### src/rtl/even_parity_check_if.sv
// even_parity_check_if
// Bundles the signals of the even-parity checker.
//   master : drives data_in, parity_in, in_valid and clear, and observes the status outputs
//   slave  : the checker; it drives error, parity_out, error_q, error_sticky and the counters
// Signals:
//   data_in      [DATA_W] data word under check
//   parity_in    [1]      received even-parity bit
//   in_valid     [1]      qualifies the word for the registered monitor path
//   clear        [1]      synchronous clear of the sticky flag and the counters
//   error        [1]      combinational parity error
//   parity_out   [1]      generated even-parity bit for data_in
//   error_q      [1]      registered error, captured on valid cycles
//   error_sticky [1]      sticky error flag
//   check_count  [CNT_W]  saturating count of valid words
//   error_count  [CNT_W]  saturating count of valid erroneous words
interface even_parity_check_if #(
  parameter int DATA_W = 8,
  parameter int CNT_W  = 16
);
  logic [DATA_W-1:0] data_in;
  logic              parity_in;
  logic              in_valid;
  logic              clear;
  logic              error;
  logic              parity_out;
  logic              error_q;
  logic              error_sticky;
  logic [CNT_W-1:0]  check_count;
  logic [CNT_W-1:0]  error_count;

  modport master (
    output data_in, parity_in, in_valid, clear,
    input  error, parity_out, error_q, error_sticky, check_count, error_count
  );

  modport slave (
    input  data_in, parity_in, in_valid, clear,
    output error, parity_out, error_q, error_sticky, check_count, error_count
  );
endinterface

### src/rtl/even_parity_check.sv
// even_parity_check
// Even-parity checker on the receive side of a parallel link. The error flag and
// the generated parity bit are purely combinational; a registered monitor path keeps
// a sampled error flag, a sticky error flag and saturating check/error counters for
// the control/CSR logic.
// Ports:
//   clk  : system clock, state updates on the rising edge
//   rst  : asynchronous active-high reset, clears all registered state at once
//   bus  : even_parity_check_if slave modport (data, parity, valid, clear in;
//          error, parity_out, error_q, error_sticky, check_count, error_count out)
module even_parity_check #(
  parameter int DATA_W = 8,
  parameter int CNT_W  = 16
) (
  input  logic               clk,
  input  logic               rst,
  even_parity_check_if.slave bus
);

  // Counter increment that stops at all-ones instead of wrapping.
  function automatic logic [CNT_W-1:0] sat_inc(input logic [CNT_W-1:0] v);
    if (&v) return v;
    return v + {{(CNT_W-1){1'b0}}, 1'b1};
  endfunction

  logic              parity_p0;
  logic              err_p0;
  logic              vld_p0;
  logic              clr_p0;

  logic              err_q_p1;
  logic              sticky_p1;
  logic [CNT_W-1:0]  chk_cnt_p1;
  logic [CNT_W-1:0]  err_cnt_p1;

  // Stage 0: combinational parity generation and check.
  assign parity_p0 = ^bus.data_in;
  assign err_p0    = parity_p0 ^ bus.parity_in;
  assign vld_p0    = bus.in_valid;
  assign clr_p0    = bus.clear;

  // Stage 1: monitor registers. error_q follows any valid word, even when a clear
  // in the same cycle suppresses counting of that word.
  always_ff @(posedge clk or posedge rst) begin
    if (rst) begin
      err_q_p1 <= 1'b0;
    end else if (vld_p0) begin
      err_q_p1 <= err_p0;
    end
  end

  always_ff @(posedge clk or posedge rst) begin
    if (rst) begin
      sticky_p1  <= 1'b0;
      chk_cnt_p1 <= '0;
      err_cnt_p1 <= '0;
    end else if (clr_p0) begin
      sticky_p1  <= 1'b0;
      chk_cnt_p1 <= '0;
      err_cnt_p1 <= '0;
    end else if (vld_p0) begin
      sticky_p1  <= sticky_p1 | err_p0;
      chk_cnt_p1 <= sat_inc(chk_cnt_p1);
      if (err_p0) begin
        err_cnt_p1 <= sat_inc(err_cnt_p1);
      end
    end
  end

  assign bus.parity_out   = parity_p0;
  assign bus.error        = err_p0;
  assign bus.error_q      = err_q_p1;
  assign bus.error_sticky = sticky_p1;
  assign bus.check_count  = chk_cnt_p1;
  assign bus.error_count  = err_cnt_p1;

endmodule

### src/flat_wrapper.sv
// flat-port wrapper written by rule: the top's interface ports become plain ports
module even_parity_check_flat 
#(
  parameter int DATA_W = 8,
  parameter int CNT_W  = 16
)
  (clk, rst, bus_data_in, bus_parity_in, bus_in_valid, bus_clear, bus_error, bus_parity_out, bus_error_q, bus_error_sticky, bus_check_count, bus_error_count);
  even_parity_check_if #(.DATA_W(DATA_W), .CNT_W(CNT_W)) bus_i ();
  input  logic clk;
  input  logic rst;
  input wire logic [$bits(bus_i.data_in)-1:0] bus_data_in;
  input wire logic [$bits(bus_i.parity_in)-1:0] bus_parity_in;
  input wire logic [$bits(bus_i.in_valid)-1:0] bus_in_valid;
  input wire logic [$bits(bus_i.clear)-1:0] bus_clear;
  output wire logic [$bits(bus_i.error)-1:0] bus_error;
  output wire logic [$bits(bus_i.parity_out)-1:0] bus_parity_out;
  output wire logic [$bits(bus_i.error_q)-1:0] bus_error_q;
  output wire logic [$bits(bus_i.error_sticky)-1:0] bus_error_sticky;
  output wire logic [$bits(bus_i.check_count)-1:0] bus_check_count;
  output wire logic [$bits(bus_i.error_count)-1:0] bus_error_count;
  assign bus_i.data_in = bus_data_in;
  assign bus_i.parity_in = bus_parity_in;
  assign bus_i.in_valid = bus_in_valid;
  assign bus_i.clear = bus_clear;
  assign bus_error = bus_i.error;
  assign bus_parity_out = bus_i.parity_out;
  assign bus_error_q = bus_i.error_q;
  assign bus_error_sticky = bus_i.error_sticky;
  assign bus_check_count = bus_i.check_count;
  assign bus_error_count = bus_i.error_count;
  even_parity_check #(.DATA_W(DATA_W), .CNT_W(CNT_W)) u_core (.clk(clk), .rst(rst), .bus(bus_i));
endmodule
### config.mk
export PLATFORM = sky130hd
export DESIGN_NAME = even_parity_check_flat
export DESIGN_NICKNAME = d
export VERILOG_FILES = /design/src/rtl/even_parity_check_if.sv /design/src/rtl/even_parity_check.sv /design/src/flat_wrapper.sv
export SDC_FILE = /design/constraint.sdc
export NUM_CORES = 1
export LEC_CHECK = 0
export ABC_AREA = 1
export CORE_MARGIN = 10
export CORE_UTILIZATION = 40
export DETAILED_ROUTE_END_ITERATION = 12
export MAX_ROUTING_LAYER = met4
export PLACE_DENSITY = 0.64
export SLEW_MARGIN = 20
export SYNTH_ARGS = -nofsm -noshare
export SYNTH_HDL_FRONTEND = slang
export SYNTH_SLANG_ARGS = --single-unit
### constraint.sdc
create_clock -name clk -period 2.1 [get_ports clk]
set_input_delay 0.63 -clock clk [delete_from_list [all_inputs] [get_ports clk]]
set_output_delay 0.63 -clock clk [all_outputs]
set_load 0.02 [all_outputs]
### Yosys cells after proc, flatten, opt, wreduce, memory -nomap -nowiden

Index checks and enable logic that the tools add are counted.

| storage, ports and cells | value |
|---|---|
| flip-flop bits (word level) | 34 |
| input bits | 13 |
| logic and storage cells | 33 |

| operators by class | value |
|---|---|
| add/subtract/negate cells | 2 |
| equality and inequality tests | 2 |
| multiplexer cells | 16 |
| bitwise operators | 2 |
| reduce and logical (&&, ||, !) cells | 7 |

Operators by type and width:

| operator | count |
|---|---|
| two-way mux 16 bit | 7 |
| adder 16 x 1 -> 16 bit (second input constant) | 2 |
| AND reduction 16 bit | 2 |
| two-way mux 1 bit | 9 |
| parity 8 bit | 1 |
| inequality test 3 bit (second input constant) | 2 |
| nonzero test 2 bit | 2 |
| AND reduction 3 bit | 1 |
| AND reduction 2 bit | 1 |
| bitwise OR 1 bit | 1 |
| bitwise XOR 1 bit | 1 |

### Longest topological paths before layout

| depth | value |
|---|---|
| depth after elaboration | 9 |
| mapped depth | 13 |
| mapped depth without buffers | 12 |

### Least setup slack after synthesis

OpenSTA, ideal clock, no wires.

| timing path | value |
|---|---|
| path type | input -> output |
| start | in bus_data_in[4] |
| end | out bus_error |
| data arrival time | 1423 ps |
| required time | 1470 ps |
| slack | 47 ps |
| cell stages on the path | 9 |
| path buffers | 0 |
| path through | inv_1 > nand2_1 > nand2_1 > nand2_1 > nand2_1 > nand2_1 > nand2_1 > nand2_1 > nand2_1 |

| on the way | value |
|---|---|
| word-level cells in the longest chain between the ends | 2 |

Ends and longest elaborated chain:

| what | RTL line | RTL |
|---|---|---|
| start, declared | flat_wrapper.sv:11 | `input wire logic [$bits(bus_i.data_in)-1:0] bus_data_in;` |
| parity 8 bit | even_parity_check.sv:37 | `assign parity_p0 = ^bus.data_in;` |
| named net bus_parity_out | flat_wrapper.sv:16 | `output wire logic [$bits(bus_i.parity_out)-1:0] bus_parity_out;` |
| bitwise XOR 1 bit | even_parity_check.sv:38 | `assign err_p0 = parity_p0 ^ bus.parity_in;` |
| end, declared | flat_wrapper.sv:15 | `output wire logic [$bits(bus_i.error)-1:0] bus_error;` |

The timed path passes the listed nets, and every way through them passes these cells.

### Worst setup path in the final report

| timing path | value |
|---|---|
| start | in bus_data_in[1] |
| end | out bus_error |

| on the way | value |
|---|---|
| word-level cells in the longest chain between the ends | 2 |

Ends and longest elaborated chain:

| what | RTL line |
|---|---|
| parity 8 bit | even_parity_check.sv:37 |
| bitwise XOR 1 bit | even_parity_check.sv:38 |

Every way passes these cells.

==> flow_metrics.env <==
export IMPL_outcome="complete, no violations"
export IMPL_cts_inserted_buffers=5
export IMPL_r2r_end="u_core.bus.check_count[3]"
export IMPL_drv_slew=0
export IMPL_drc_errors=0
export IMPL_syn_inst=345
export IMPL_syn_avg_cell_area_um2=6.81
export IMPL_synth_top_area_cell="dfrtp_1"
export IMPL_cp_max_fo=3
export IMPL_core_area_mm2=0.00561
export IMPL_synth_top_area_share_pct=36.2
export IMPL_ys_seq_area_share_pct=36.2
export IMPL_clkSinkCount=34
export IMPL_grt_pass1_wl_um=11400
export IMPL_ys_seq_elements=34
export IMPL_r2r_slack_ns=0.23
export IMPL_final_cells=491
export IMPL_power_density_mw_per_mm2=465
export IMPL_hpwl_um=4970
export IMPL_n_fill_cell=573
export IMPL_grt_max_degree=35
export IMPL_ios=49
export IMPL_dpl_cell_area_mm2=0.00303
export IMPL_hold_depth=2
export IMPL_vias_per_cell=5.22
export IMPL_yosysWarningCount=0
export IMPL_grt_ovfl_total=0
export IMPL_cp_end_kind="primary output"
export IMPL_dp_cells=472
export IMPL_cap_violations=0
export IMPL_rsz0062_at_grt="true"
export IMPL_port_buffers=48
export IMPL_max_vdd_ir_drop_uv=299
export IMPL_syn_area_mm2=0.00235
export IMPL_fin_area_mm2=0.00331
export IMPL_finalHoldViolCount=0
export IMPL_die_h_um=96.7
export IMPL_drt_pass1_iterations=4
export IMPL_period_needed_ns=2.06
export IMPL_synthTopCellsByArea="dfrtp_1, nand2_1, nand3_1"
export IMPL_leakage_nw=1.53
export IMPL_cts_tree="yes"
export IMPL_htreeDepth=2
export IMPL_worstMarginPinSlew_ns=0.492
export IMPL_clk_pin_slew_ns=0.07
export IMPL_cp_slowest_cell="buf_6"
export IMPL_cts_root_buf="clkbuf_8"
export IMPL_drtIter0Drc=166
export IMPL_setup_viol=0
export IMPL_grt_use_total_pct=14.2
export IMPL_ys_types=33
export IMPL_nets=433
export IMPL_globalplace_congestion=0.918
export IMPL_hold_end="u_core.bus.error_q"
export IMPL_grt_antenna_before_repair=0
export IMPL_fin_worst_skew_ns=0.00337
export IMPL_antenna_cells=0
export IMPL_max_slew_margin_pct=67.0
export IMPL_startpoint_type="primary input"
export IMPL_worst_ep_arrival_time_ns=1.43
export IMPL_r2r_start="u_core.bus.check_count[0]"
export IMPL_dieArea_mm2=0.00934
export IMPL_min_path_type="register to register"
export IMPL_syn_nets=360
export IMPL_via_count=2564
export IMPL_rr_worst_depth=9
export IMPL_routed_wl_um=6790
export IMPL_clock_latency_ns=0.28
export IMPL_grt_pass1_vias=2363
export IMPL_crit_required_ns=1.47
export IMPL_initial_utilization_pct=41.9
export IMPL_max_stage_delay_ns=0.12
export IMPL_num_rows=27
export IMPL_fmax_ghz=0.485
export IMPL_worstPathCellList="buf_6 -> inv_2 -> nand2_1 -> nand2_1 -> nand2_1 -> nand2_1 -> nand2_2 -> nand2_2 -> nand2_2 -> nand2_2 -> buf_6"
export IMPL_min_from="u_core.bus.error_q"
export IMPL_period_share_pct=98.3
export IMPL_ctsHoldBuffers=0
export IMPL_fp_dieW_um=96.7
export IMPL_post_route_util_pct=59.0
export IMPL_areaGrowthSynthToFinish_pct=40.7
export IMPL_wl_per_cell_um=13.8
export IMPL_clk_path_buf_depth=2
export IMPL_postRouteAntennaNets=0
export IMPL_drive_gt1_share_pct=17.9
export IMPL_crit_type="primary input to primary output"
==> per-layer routing <==
metal / global-route usage (%) / vias to the layer above / share of wire [%]
met1: 18.0 / 1202 / 46
met4: 2.71 / 0 / 0.60
met5: - / - / 0
met3: 3.41 / 4 / 5.8
met2: 22.6 / 68 / 48
li1: - / 1290 / -
==> power breakdown <==
part           internal, mW  switching (mW)
combinational         0.162           0.184
sequential            0.671          0.0217
clock                 0.265           0.235
==> cells in the mapped netlist (all sizes together) <==
library cell,count
clkinv,1
xor2,12
buf,4
xnor2,2
o21bai,2
clkbuf,7
nor4,1
inv,31
o21ai,8
nor3,6
dfrtp,34
or2,1
ha,2
nand4,27
a21oi,6
nand2,116
nand2b,1
nand3b,2
nor2,37
nand3,39
o31ai,6
==> worst max-delay path, delay by kind of cell <==
kind / cells / cell delay [ns]
AND/OR/NAND/NOR: 8 / 0.54
buffers and inverters: 3 / 0.26
==> layout by cell type, fill, tap and decap left out, drive strengths merged, types with 2 or more instances in the layout <==
| cell type | n |
|---|---|
| nand3b | 2 |
| dfrtp | 34 |
| clkbuf | 8 |
| ha | 2 |
| o31ai | 6 |
| nor3 | 6 |
| clkinv | 3 |
| o21ai | 8 |
| a21oi | 6 |
| nand3 | 39 |
| clkdlybuf4s50 | 35 |
| xor2 | 12 |
| o21bai | 2 |
| inv | 30 |
| xnor2 | 2 |
| nand2 | 116 |
| buf | 38 |
| nand4 | 27 |
| nor2 | 37 |
| dlymetal6s2s | 3 |
==> kinds of logic after synthesis <==
group	share of synthesized area, %
AND/OR/NAND/NOR	44.0
buffers and inverters	7.40
adder cells (fa/ha/maj)	1.06
XOR/XNOR	5.22
AO/OA/AOI/OAI	6.17
flip-flops	36.2
==> cell type report <==
type / instances / area, um^2 / area share (%)
Clock buffer: 7 / 86.3 / 2.61
Clock inverter: 1 / 5.00 / 0.151
Inverter: 32 / 135 / 4.09
Multi-Input combinational cell: 268 / 1360 / 41.2
Sequential cell: 34 / 851 / 25.7
Tap cell: 72 / 90.1 / 2.72
Timing Repair Buffer: 77 / 776 / 23.5
==> sequential cells by signal, indices dropped and copies added, names as in the netlist <==
register / count
u_core.bus.check_count: 16
u_core.bus.error_count: 16
u_core.bus.error_q: 1
u_core.bus.error_sticky: 1
==> worst max-delay path by stage <==
stage	depth (start not counted)	slack, ns	from	end
final	11	0.04	bus_data_in[1]	bus_error
after detailed placement	10	-0.85	bus_data_in[6]	bus_error
after global placement	10	-0.80	bus_data_in[6]	bus_error
after CTS	11	0.002	bus_data_in[6]	bus_error
after floorplan	9	0.05	bus_data_in[4]	bus_error
after global routing	11	-0.04	bus_data_in[1]	bus_error
==> per-stage QoR <==
| stage | hold slack (ns) | worst slack, ns | setup TNS (ns) | total power [mW] |
|---|---|---|---|---|
| after floorplan | 0.583 | 0.0474 | 0 | 0.850 |
| after global placement | 0.475 | -0.803 | -3.78 | 0.993 |
| after detailed placement | 0.483 | -0.854 | -4.91 | 0.997 |
| after CTS | 0.508 | 0.00228 | 0 | 1.51 |
| after global routing | 0.557 | -0.0411 | -0.195 | 1.62 |
| final | 0.503 | 0.0362 | 0 | 1.54 |
==> what timing repair did <==
| item | CTS | global route |
|---|---|---|
| pin swaps | 11 | 31 |
| endpoints found under the setup margin | 2 | 22 |
| gates cloned | 0 | 1 |
| gates resized for setup | 51 | 40 |
| buffers inserted | 5 | 5 |
Note: power is estimated with default switching activity, not from simulation.
